<file path="src/rtl/wb_port_arbiter.sv">
// Register-file write-port arbiter: in-order pipeline writeback vs. queued long-latency results.
// Optional starvation guard for queued results is enabled by defining WB_ARB_AGING_EN.
module wb_port_arbiter #(
  parameter int WIDTH        = 32,
  parameter int DEPTH        = 2,
  parameter int STARVE_LIMIT = 8
) (
  input  logic                     clk,
  input  logic                     rst_n,
  input  logic                     PIPE_i_valid,
  input  logic [4:0]               PIPE_i_rd,
  input  logic [WIDTH-1:0]         PIPE_i_valW,
  output logic                     PIPE_o_stall,
  input  logic                     LONG_i_valid,
  input  logic [4:0]               LONG_i_rd,
  input  logic [WIDTH-1:0]         LONG_i_val,
  output logic                     LONG_o_ready,
  output logic                     REG_o_wen,
  output logic [4:0]               REG_o_waddr,
  output logic [WIDTH-1:0]         REG_o_wdata,
  output logic [$clog2(DEPTH):0]   ARB_o_fifo_cnt
);

  localparam int PW = $clog2(DEPTH);
  localparam int CW = PW + 1;

  if (DEPTH < 2 || (DEPTH & (DEPTH - 1)) != 0 || STARVE_LIMIT < 1) begin : g_bad_param
    $error("wb_port_arbiter: DEPTH must be a power of 2 >= 2 and STARVE_LIMIT >= 1");
  end

  logic [4:0]       rd_mem  [DEPTH];
  logic [WIDTH-1:0] val_mem [DEPTH];
  logic [PW-1:0]    wr_ptr, rd_ptr;
  logic [CW-1:0]    count;

  logic             full, empty, force_drain;
  logic             pipe_grant, pop, push;
  logic [4:0]       grant_rd;
  logic [WIDTH-1:0] grant_val;

  assign full           = (count == CW'(DEPTH));
  assign empty          = (count == '0);
  assign LONG_o_ready   = !full;
  // Stall depends only on registered state, so there is no combinational path from the requesters.
  assign PIPE_o_stall   = full || force_drain;
  assign ARB_o_fifo_cnt = count;

  always_comb begin
    pipe_grant = PIPE_i_valid && !PIPE_o_stall;
    pop        = !pipe_grant && !empty;
    push       = LONG_i_valid && !full;
    grant_rd   = pipe_grant ? PIPE_i_rd   : rd_mem[rd_ptr];
    grant_val  = pipe_grant ? PIPE_i_valW : val_mem[rd_ptr];
  end

  always_ff @(posedge clk) begin
    if (push) begin
      rd_mem[wr_ptr]  <= LONG_i_rd;
      val_mem[wr_ptr] <= LONG_i_val;
    end
  end

  // Pointers wrap naturally because DEPTH is a power of 2.
  always_ff @(posedge clk or negedge rst_n) begin
    if (!rst_n) begin
      wr_ptr <= '0;
      rd_ptr <= '0;
      count  <= '0;
    end else begin
      if (push) wr_ptr <= wr_ptr + 1'b1;
      if (pop)  rd_ptr <= rd_ptr + 1'b1;
      count <= count + CW'(push) - CW'(pop);
    end
  end

  // x0 is never written, but a grant to it still consumes the request.
  always_ff @(posedge clk or negedge rst_n) begin
    if (!rst_n) begin
      REG_o_wen   <= 1'b0;
      REG_o_waddr <= '0;
      REG_o_wdata <= '0;
    end else begin
      REG_o_wen <= (pipe_grant || pop) && (grant_rd != 5'd0);
      if (pipe_grant || pop) begin
        REG_o_waddr <= grant_rd;
        REG_o_wdata <= grant_val;
      end
    end
  end

`ifdef WB_ARB_AGING_EN
  localparam int AW = $clog2(STARVE_LIMIT) + 1;
  logic [AW-1:0] age;

  assign force_drain = (age == AW'(STARVE_LIMIT));

  // Counts pipeline grants that bypass a waiting queued result.
  always_ff @(posedge clk or negedge rst_n) begin
    if (!rst_n) begin
      age <= '0;
    end else if (pop || empty) begin
      age <= '0;
    end else if (pipe_grant) begin
      age <= age + 1'b1;
    end
  end
`else
  assign force_drain = 1'b0;
`endif

endmodule

</file>
<file path="config.mk">
export PLATFORM = sky130hd
export DESIGN_NAME = wb_port_arbiter
export DESIGN_NICKNAME = d
export VERILOG_FILES = /design/src/rtl/wb_port_arbiter.sv
export SDC_FILE = /design/constraint.sdc
export NUM_CORES = 1
export LEC_CHECK = 0
export ABC_CLOCK_PERIOD_IN_PS = 5700
export BUFFER_PORTS_ARGS = -buffer_cell sky130_fd_sc_hd__clkbuf_2
export CAP_MARGIN = 20
export CORE_MARGIN = 2
export CORE_UTILIZATION = 25
export DETAILED_ROUTE_END_ITERATION = 8
export PLACE_DENSITY = 0.4
export SYNTH_ARGS = -nofsm -noshare
export SYNTH_HDL_FRONTEND = slang
export SYNTH_SLANG_ARGS = --single-unit
</file>
<file path="constraint.sdc">
create_clock -name clk -period 5.7 [get_ports clk]
set_clock_uncertainty 0.1 [all_clocks]
set_input_delay 1.14 -clock clk [delete_from_list [all_inputs] [get_ports clk]]
set_output_delay 1.14 -clock clk [all_outputs]
set_load 0.01 [all_outputs]
</file>
[Word level (Yosys, flattened, before mapping)]
Memory sizes are Yosys's and may differ from the RTL's.
Index checks and enable logic that the tools add are counted.
Word-level totals
  logic and storage cells: 27
  RAM bits: 74
  bits in registers: 42
  memories: 2
  bits of input ports: 78
Cells by class
  eq/ne operators: 1
  add/subtract/negate cells: 4
  muxes and demuxes: 4
  reductions and logical operators: 10
Memories
  val_mem: words 2, bits a word 32, rd ports 1, clocked after Yosys merged registers in 0, wr ports 1, RTL line 32  | logic [WIDTH-1:0] val_mem [DEPTH];
  rd_mem: words 2, bits a word 5, rd ports 1, clocked after Yosys merged registers in 0, wr ports 1, RTL line 31  | logic [4:0] rd_mem [DEPTH];
Operator list (count)
  32-bit 2-to-1 mux: 1
  5-bit 2-to-1 mux: 1
  5-bit nonzero test: 1
  1-bit logical AND: 4
  1-bit zero test: 3
  1-bit adder (second input constant): 2
  2-bit by 1-bit adder with 2-bit output: 1
  2-bit equality test (second input constant): 1
  2-bit zero test: 1
  1-bit 2-to-1 mux: 2
  2-bit by 1-bit subtractor with 2-bit output: 1
  1-bit logical OR: 1

[Longest topological paths before layout]
Gate-level depths: netlist of run 1.
  depth after elaboration: 7
  depth in mapped cells: 9
  mapped depth without buffers: 7

[Least setup slack after synthesis of run 1]
OpenSTA, ideal clock, no wires.
  path kind: input to register
  start point: input port LONG_i_valid
  end point: memory rd_mem[0][0], enable pin
  setup time: 431 ps
  slack: 2372 ps
  stages on the path: 2
  arrival time: 2797 ps
  cell sequence: nand2_1 nor2_1
On the way
  word-level cells in the longest chain between the ends: 3
Ends and longest elaborated chain
  start: declaration: RTL line 14  | input logic LONG_i_valid,
  1-bit logical AND: RTL line 51  | push = LONG_i_valid && !full;
  1-bit 2-to-1 mux: RTL line 57  | if (push) begin
  1-bit 2-to-1 mux (not written as such): RTL line 58  | rd_mem[wr_ptr] <= LONG_i_rd;
  end: declaration: RTL line 31
No other way between the ends.

[Worst setup path in the final report of run 1]
  start point: register count[0] (netlist: ARB_o_fifo_cnt[0])
  end point: output port LONG_o_ready
On the way
  word-level cells in the longest chain between the ends: 2
Ends and longest elaborated chain
  start: declaration: RTL line 34  | logic [CW-1:0] count;
  start signal: assignment: RTL line 72  | count <= count + CW'(push) - CW'(pop);
  2-bit equality test: RTL line 41  | assign full = (count == CW'(DEPTH));
  1-bit zero test: RTL line 43  | assign LONG_o_ready = !full;
  end: declaration: RTL line 17  | output logic LONG_o_ready,
No other way between the ends.

==> flow_summary_export.csv, run 1 <==
group,metric,value,unit
floorplanning,coreArea,18700,um^2
final_layout,layout_commonest_cell,"clkbuf_2",
floorplanning,die_w,142,um
yosys,avgSynthCellArea,13.7,um^2
job,max-cap-violations,0,
detailed_routing,drc_errors,0,
global_routing,grt_pass1_wl,18.1,mm
final_layout,num_antenna_cells,0,
power,p_per_area,552,nW/um^2
yosys,synth_area_leader_cell,"edfxtp_1",
yosys,seq_area_frac_synth,68.8,%
timing,tightest_slew,1.02,ns
detailed_routing,dr.pass1.iters,7,
detailed_routing,wl,11.6,mm
yosys,syn_nets,426,
clock_tree,clkLatencyLatePin,0.41,ns
clock_tree,root_buffer,"clkbuf_16",
setup_path,end_kind,"output port",
final_layout,fill_cells,1868,
clock_tree,cts.clk_slew.worst_paths,0.05,ns
placement,place_ws,2.33,ns
clock_tree,numCtsBuffers,17,
power,peakVddDrop,0.240,mV
yosys,synth_compound_area_share,14.1,%
timing,rsz0062_at_grt,"false",
placement,dp_hpwl,7.44,mm
detailed_routing,wl_per_cell,16.4,um
detailed_routing,antenna_left,0,
placement,portBuffers,119,
yosys,synth_simple_gate_area_share,4.18,%
clock_tree,cts_tree,"done",
yosys,synth_mux_area_share,7.79,%
final_layout,drive_gt1_share,38.7,%
timing,maxSlewViolCount,0,
yosys,synth-xor-area-share,0.737,%
floorplanning,rows,50,
yosys,syn_area,4750,um^2
clock_tree,postCtsSetupRepairBufs,0,
yosys,synthFlopType,"edfxtp_1",
clock_tree,cts_resized,0,
run_status,outcome,"complete, no violations",
setup_path,crit_fanout,45,
detailed_routing,drtIter0Drc,112,
timing,fmax,0.310,GHz
timing,finalSetupViolCount,0,
yosys,synth.distinct_cells,23,
yosys,ys_seq_elements,116,
power,power_leakage,2.49,nW
yosys,synthArstFlopShare,36.2,%
setup_path,startpoint_type,"flop",
setup_path,setup.worst_path.class,"flop to output port",
yosys,synthCells,346,
timing,setup_ws,2.47,ns
yosys,synthTopCellsByArea,"edfxtp_1 (47%), dfrtp_1 (22%), mux2i_1 (7.8%)",
timing,relSlewSlack,32.0,%
clock_tree,clock-sinks,116,
yosys,ys.warnings.count,0,
timing,whs,0.378,ns
floorplanning,ioPinCount,120,
global_routing,antenna_found_initial,0,
yosys,synth_top_family_by_area,"compound AO/OA/AOI/OAI gates",
global_routing,grt_pass1_vias,3240,
timing,finalCriticalPeriod,3.23,ns
setup_path,arrival,1.99,ns
detailed_routing,vias,3044,
floorplanning,dieHeight,142,um
detailed_routing,vias_per_cell,4.29,
global_routing,grt_max_degree,60,
timing,post-route-period-util,56.7,%
clock_tree,hold_buffers,0,
min_path,hp-class,"flop to flop",
final_layout,syn2layout_area_growth,28.4,%
timing,finalHoldViolCount,0,
final_layout,final_cell_mix,"clkbuf_2 (119), edfxtp_1 (74), a21oi_1 (42), dfrtp_1 (41), nand2_1 (38)",
final_layout,final_core_util,32.6,%
global_routing,grt_remaining_overflow,0,
clock_tree,clockBufferDepth,2,
yosys,synthAdderAreaFrac,0.526,%
placement,place.gp.congestion,0.662,
floorplanning,die-area,20100,um^2
clock_tree,cts-htree-levels,4,
floorplanning,start_util,25.4,%
final_layout,final_net_count,544,
global_routing,track_usage,12.3,%
setup_path,worstPathRequired,4.46,ns
timing,setup_tns,0,ns
yosys,synth_edf_count,74,
yosys,yosysTopAreaCellShare,46.7,%
## worst max-delay path, stage by stage, from the launching register on
cell      delay (ns)
dfrtp_1         0.46
nand2b_2        0.84
clkbuf_2        0.28
## area by class of cell
class | count | area (um^2) | area share (%)
well taps | 234 | 293 | 4.80
inverters | 3 | 11.3 | 0.184
repair buffers | 124 | 646 | 10.6
clock buffers | 26 | 489 | 8.01
clock inverters | 5 | 73.8 | 1.21
multi-input cells | 202 | 1320 | 21.6
flip-flops and latches | 116 | 3270 | 53.6
## through the flow
stage               total power [W]  cells  area [um^2]
finish                      0.00337    710         6100
global route                0.00359    710         6100
CTS                         0.00343    710         6100
detailed placement          0.00241    679         5540
global placement            0.00237    678         5520
floorplan                   0.00204    346         4750
## worst paths after layout
| check | startpoint | endpoint | slack (ns) | cells after the start |
|---|---|---|---|---|
| max | ARB_o_fifo_cnt[0]$_DFF_PN0_ | LONG_o_ready | 2.47 | 2 |
| min | REG_o_waddr[1]$_DFFE_PN0P_ | REG_o_waddr[1]$_DFFE_PN0P_ | 0.38 | 2 |
| max in group asynchronous | rst_n | rd_ptr$_DFFE_PN0P_ | 4.35 | 2 |
| min in group asynchronous | rst_n | REG_o_waddr[2]$_DFFE_PN0P_ | 0.73 | 2 |
| min reg2reg | REG_o_waddr[1]$_DFFE_PN0P_ | REG_o_waddr[1]$_DFFE_PN0P_ | 0.38 | 2 |
| max reg2reg | ARB_o_fifo_cnt[0]$_DFF_PN0_ | val_mem[1][13]$_DFFE_PP_ | 2.92 | 2 |
## kinds of logic (layout without fill, tap and decap cells)
| family | after synthesis | in the layout |
|---|---|---|
| simple gates | 48 | 48 |
| flops | 116 | 116 |
| mux | 37 | 37 |
| buf+inv | 28 | 158 |
| xor+xnor | 4 | 4 |
| fa+ha+maj | 2 | 2 |
| compound gates | 111 | 111 |
## synth_stat cells, types with 2 or more instances
cell	count
inv_1	3
a21oi_2	30
and3_1	3
o21ai_0	8
clkbuf_1	7
buf_6	8
a21oi_1	42
nand2_1	38
nor2_1	3
mux2i_1	37
edfxtp_1	74
xnor2_1	3
buf_2	9
ha_1	2
dfrtp_1	42
o21ai_1	30
## state kept, by name, indices dropped and copies added, names as in the netlist
register	flops
REG_o_wdata	32
wr_ptr	1
rd_ptr	1
REG_o_wen	1
val_mem	64
rd_mem	10
REG_o_waddr	5
ARB_o_fifo_cnt	2
## report_power, final
part	total [W]	leakage [nW]	switching [W]	internal, W
sequential	0.00134	1.19	0.000145	0.00120
clock	0.00102	0.276	0.000345	0.000672
combinational	0.00101	1.03	0.000611	0.000398
## metal layers
metal | vias to the layer above | track usage [%] | routed length, um | share of wire, %
met1 | 1457 | 14.6 | 5060 | 44
met3 | 14 | 3.58 | 494 | 4.2
met2 | 75 | 20.8 | 5890 | 51
met4 | 0 | 5.37 | 180 | 1.5
li1 | 1498 | - | - | -
met5 | - | 0 | 0 | 0
Power figures use the tool's default switching activity.
==> run 2: changes to the inputs <==
--- a/config.mk
+++ b/config.mk
@@ -5,13 +5,14 @@
 export SDC_FILE = /design/constraint.sdc
 export NUM_CORES = 1
 export LEC_CHECK = 0
-export ABC_CLOCK_PERIOD_IN_PS = 5700
+export ABC_AREA = 1
+export ABC_CLOCK_PERIOD_IN_PS = 2700
 export BUFFER_PORTS_ARGS = -buffer_cell sky130_fd_sc_hd__clkbuf_2
 export CAP_MARGIN = 20
 export CORE_MARGIN = 2
 export CORE_UTILIZATION = 25
 export DETAILED_ROUTE_END_ITERATION = 8
-export PLACE_DENSITY = 0.4
+export PLACE_DENSITY = 0.41
 export SYNTH_ARGS = -nofsm -noshare
 export SYNTH_HDL_FRONTEND = slang
 export SYNTH_SLANG_ARGS = --single-unit
==> constraint.sdc (replaced) <==
create_clock -name clk -period 2.7 [get_ports clk]
set_clock_uncertainty 0.1 [all_clocks]
set_input_delay 0.54 -clock clk [delete_from_list [all_inputs] [get_ports clk]]
set_output_delay 0.54 -clock clk [all_outputs]
set_load 0.01 [all_outputs]
==> run 2 against run 1 <==
Compared with the run above: register-to-register slack worse by 2.0 ns; critical path depth is 3 higher; cell count is 8.9% higher; worst setup slack worse by 1.6 ns; critical endpoint is now val_mem[1][18]$_DFFE_PP_; sequential power is 110% higher; clock power is 130% higher; final area is 0.74% lower; sequential cell count stayed put; wire length is 2.2% lower; sequential share of layout area is 0.40 points higher; global-route usage is 0.089 points lower; synthesized cell count is 17% higher; critical path type is now flop to flop; highest routed layer is now met5.
==> flow_summary_export.csv, run 2 <==
group,metric,value,unit
detailed_routing,dr_wl_met2,5.37,mm
final_layout,layout_commonest_cell,"nand2_1",
yosys,synthCells,404,
detailed_routing,wl,11.4,mm
setup_path,crit_family,"buffers and inverters",
final_layout,final_net_count,611,
yosys,avgSynthCellArea,11.4,um^2
yosys,ys_seq_elements,116,
final_layout,num_antenna_cells,0,
timing,finalHoldViolCount,0,
setup_path,setup.worst_path.start,"ARB_o_fifo_cnt[0]$_DFF_PN0_",
yosys,synth.most_common_cell,"nand2_1",
clock_tree,clock-sinks,116,
yosys,synth.distinct_cells,22,
clock_tree,cts_tree,"done",
yosys,syn_nets,484,
detailed_routing,drtIter0Drc,157,
timing,post-route-period-util,67.6,%
setup_path,startpoint_type,"flop",
yosys,syn_area,4610,um^2
setup_path,cpMaxStageDelayCell,"buf_4",
setup_path,cp-endpoint,"val_mem[1][18]$_DFFE_PP_",
yosys,synth_top_family_by_area,"simple AND/OR/NAND/NOR gates",
yosys,synthAdderAreaFrac,0.542,%
detailed_routing,vias,3224,
detailed_routing,wl_met1,5.18,mm
min_path,hp-class,"input port to flop",
timing,setup_ws,0.874,ns
final_layout,drive_gt1_share,30.5,%
floorplanning,start_util,25.6,%
floorplanning,dieHeight,140,um
floorplanning,die_w,140,um
yosys,synth_edf_count,74,
timing,fmax,0.548,GHz
setup_path,arrival,1.77,ns
power,power_leakage,2.58,nW
setup_path,r2r_slack,0.87,ns
setup_path,rr_endpoint,"val_mem[1][18]$_DFFE_PP_",
clock_tree,clockBufferDepth,2,
global_routing,grt_pass1_vias,3319,
final_layout,syn2layout_area_growth,31.4,%
yosys,seq_area_frac_synth,71.0,%
setup_path,rr_startpoint,"ARB_o_fifo_cnt[0]$_DFF_PN0_",
yosys,synthArstFlopShare,36.2,%
timing,finalSetupViolCount,0,
power,p_per_area,1180,nW/um^2
timing,tightest_slew,0.556,ns
yosys,synth_area_leader_cell,"edfxtp_1",
final_layout,final_core_util,33.6,%
final_layout,largest_register,"val_mem",
setup_path,end_kind,"flop",
global_routing,antenna_found_initial,1,
timing,rsz0062_at_grt,"false",
floorplanning,ioPinCount,120,
yosys,synth_compound_area_share,7.59,%
yosys,synth_simple_gate_area_share,15.8,%
yosys,ys.warnings.count,0,
placement,place_area,5440,um^2
setup_path,setup.worst_path.class,"flop to flop",
floorplanning,die-area,19600,um^2
placement,place.gp.congestion,0.680,
final_layout,final_cell_mix,"nand2_1 (127), clkbuf_2 (119), edfxtp_1 (74), o21ai_0 (56), dfrtp_1 (41)",
power,p_total,0.00713,W
yosys,synth-xor-area-share,0.570,%
final_layout,fill_cells,1863,
setup_path,max_stage_delay,0.47,ns
detailed_routing,wl_met3,581,um
detailed_routing,wl_per_cell,14.7,um
yosys,synth_commonest_cells,"nand2_1 (127), edfxtp_1 (74), o21ai_0 (56)",
yosys,yosysTopAreaCellShare,48.2,%
final_layout,reg_top3,"val_mem: 64 flops, REG_o_wdata: 32 flops, rd_mem: 10 flops",
job,max-cap-violations,0,
detailed_routing,top_layer,"met5",
yosys,synth_mux_area_share,0,%
timing,relSlewSlack,62.9,%
global_routing,grt_pass1_wl,17.9,mm
setup_path,crit_buf_inv,2,
power,peakVddDrop,0.702,mV
clock_tree,clkLatencyLatePin,0.41,ns
floorplanning,rows,49,
clock_tree,numCtsBuffers,17,
setup_path,crit_chain,"inv_2 > nand2_4 > nand2_1 > nor2_4 > buf_4",
clock_tree,cts_resized,0,
clock_tree,root_buffer,"clkbuf_16",
yosys,synthFlopType,"edfxtp_1",
final_layout,fin_area,6060,um^2
detailed_routing,drc_errors,0,
clock_tree,cts-htree-levels,4,
placement,portBuffers,119,
placement,dp_hpwl,7.37,mm
final_layout,largest_register_ffs,64,
detailed_routing,dr.pass1.iters,4,
yosys,synthTopCellsByArea,"edfxtp_1 (48%), dfrtp_1 (23%), nand2_1 (10%)",
run_status,outcome,"complete, no violations",
setup_path,path_depth,5,
placement,place_ws,0.813,ns
global_routing,grt_max_degree,39,
timing,maxSlewViolCount,0,
timing,finalCriticalPeriod,1.83,ns
global_routing,track_usage,12.2,%
clock_tree,cts.clk_slew.worst_paths,0.05,ns
floorplanning,coreArea,18000,um^2
setup_path,worst-r2r-cell-count,5,
setup_path,worstPathRequired,2.65,ns
detailed_routing,antenna_left,0,
detailed_routing,vias_per_cell,4.17,
global_routing,grt_remaining_overflow,0,
timing,setup_tns,0,ns
setup_path,crit_fanout,38,
[run 2: cell types whose count changed after synthesis, moves of 5 or more]
cell	change
o21ai_1	-17
a21oi_2	-30
nand3_1	+35
inv_1	+10
clkbuf_1	-5
buf_4	+5
nand2_1	+89
o21ai_0	+48
mux2i_1	-37
a21oi_1	-41
[run 2: routing by layer]
layer  up-vias  global-route usage [%]
met4         2                    5.21
met2        86                    20.0
met3        19                    4.30
met5         -                       0
met1      1486                    14.6
li1       1631                       -
[run 2: how the worst min path moves through the flow]
stage / depth (start not counted) / startpoint / end
after detailed placement: 2 / REG_o_wdata[21]$_DFFE_PN0P_ / REG_o_wdata[21]$_DFFE_PN0P_
final: 1 / LONG_i_rd[3] / rd_mem[0][3]$_DFFE_PP_
after global routing: 1 / LONG_i_val[21] / val_mem[1][21]$_DFFE_PP_
after global placement: 2 / REG_o_wdata[6]$_DFFE_PN0P_ / REG_o_wdata[6]$_DFFE_PN0P_
after CTS: 1 / LONG_i_val[30] / val_mem[1][30]$_DFFE_PP_
after floorplan: 0 / rst_n / ARB_o_fifo_cnt[0]$_DFF_PN0_
[run 2: what timing repair did]
action                                  in CTS  in global routing
hold buffers                                 1                  0
setup buffers                                0                  0
endpoints found under the setup margin       0                  0
endpoints found under the hold margin       15                  0
[run 2: per-stage QoR]
step,cells,hold slack [ns]
3_5_place_dp,740,0.376
5_1_grt,773,0.199
2_1_floorplan,404,0.144
6_report,773,0.217
4_1_cts,773,0.189
3_3_place_gp,740,0.371
[run 2: cell type report]
| type | count | area, um^2 | area share, % |
|---|---|---|---|
| Multi-Input combinational cell | 250 | 1150 | 18.9 |
| Tap cell | 229 | 287 | 4.73 |
| Clock inverter | 11 | 159 | 2.62 |
| Inverter | 16 | 62.6 | 1.03 |
| Sequential cell | 116 | 3270 | 54.0 |
| Clock buffer | 21 | 450 | 7.43 |
| Timing Repair Buffer | 130 | 681 | 11.2 |
[run 2: cells by family (layout without fill, tap and decap cells)]
logic type | after synthesis | count (layout)
simple gates | 175 | 175
flops | 116 | 116
fa+ha+maj | 2 | 2
compound gates | 70 | 70
xor+xnor | 3 | 3
buf+inv | 38 | 178
[run 2: report_power, final]
part / leakage, nW / internal, W / switching, W
Combinational: 1.12 / 0.000694 / 0.00133
Clock: 0.296 / 0.00156 / 0.000771
Sequential: 1.17 / 0.00253 / 0.000250
[run 2: worst register-to-register path: stages, from the launching register on]
cell and delay, ns:
dfrtp_1 0.43, inv_2 0.06, nand2_4 0.11, nand2_1 0.16, nor2_4 0.11, buf_4 0.47
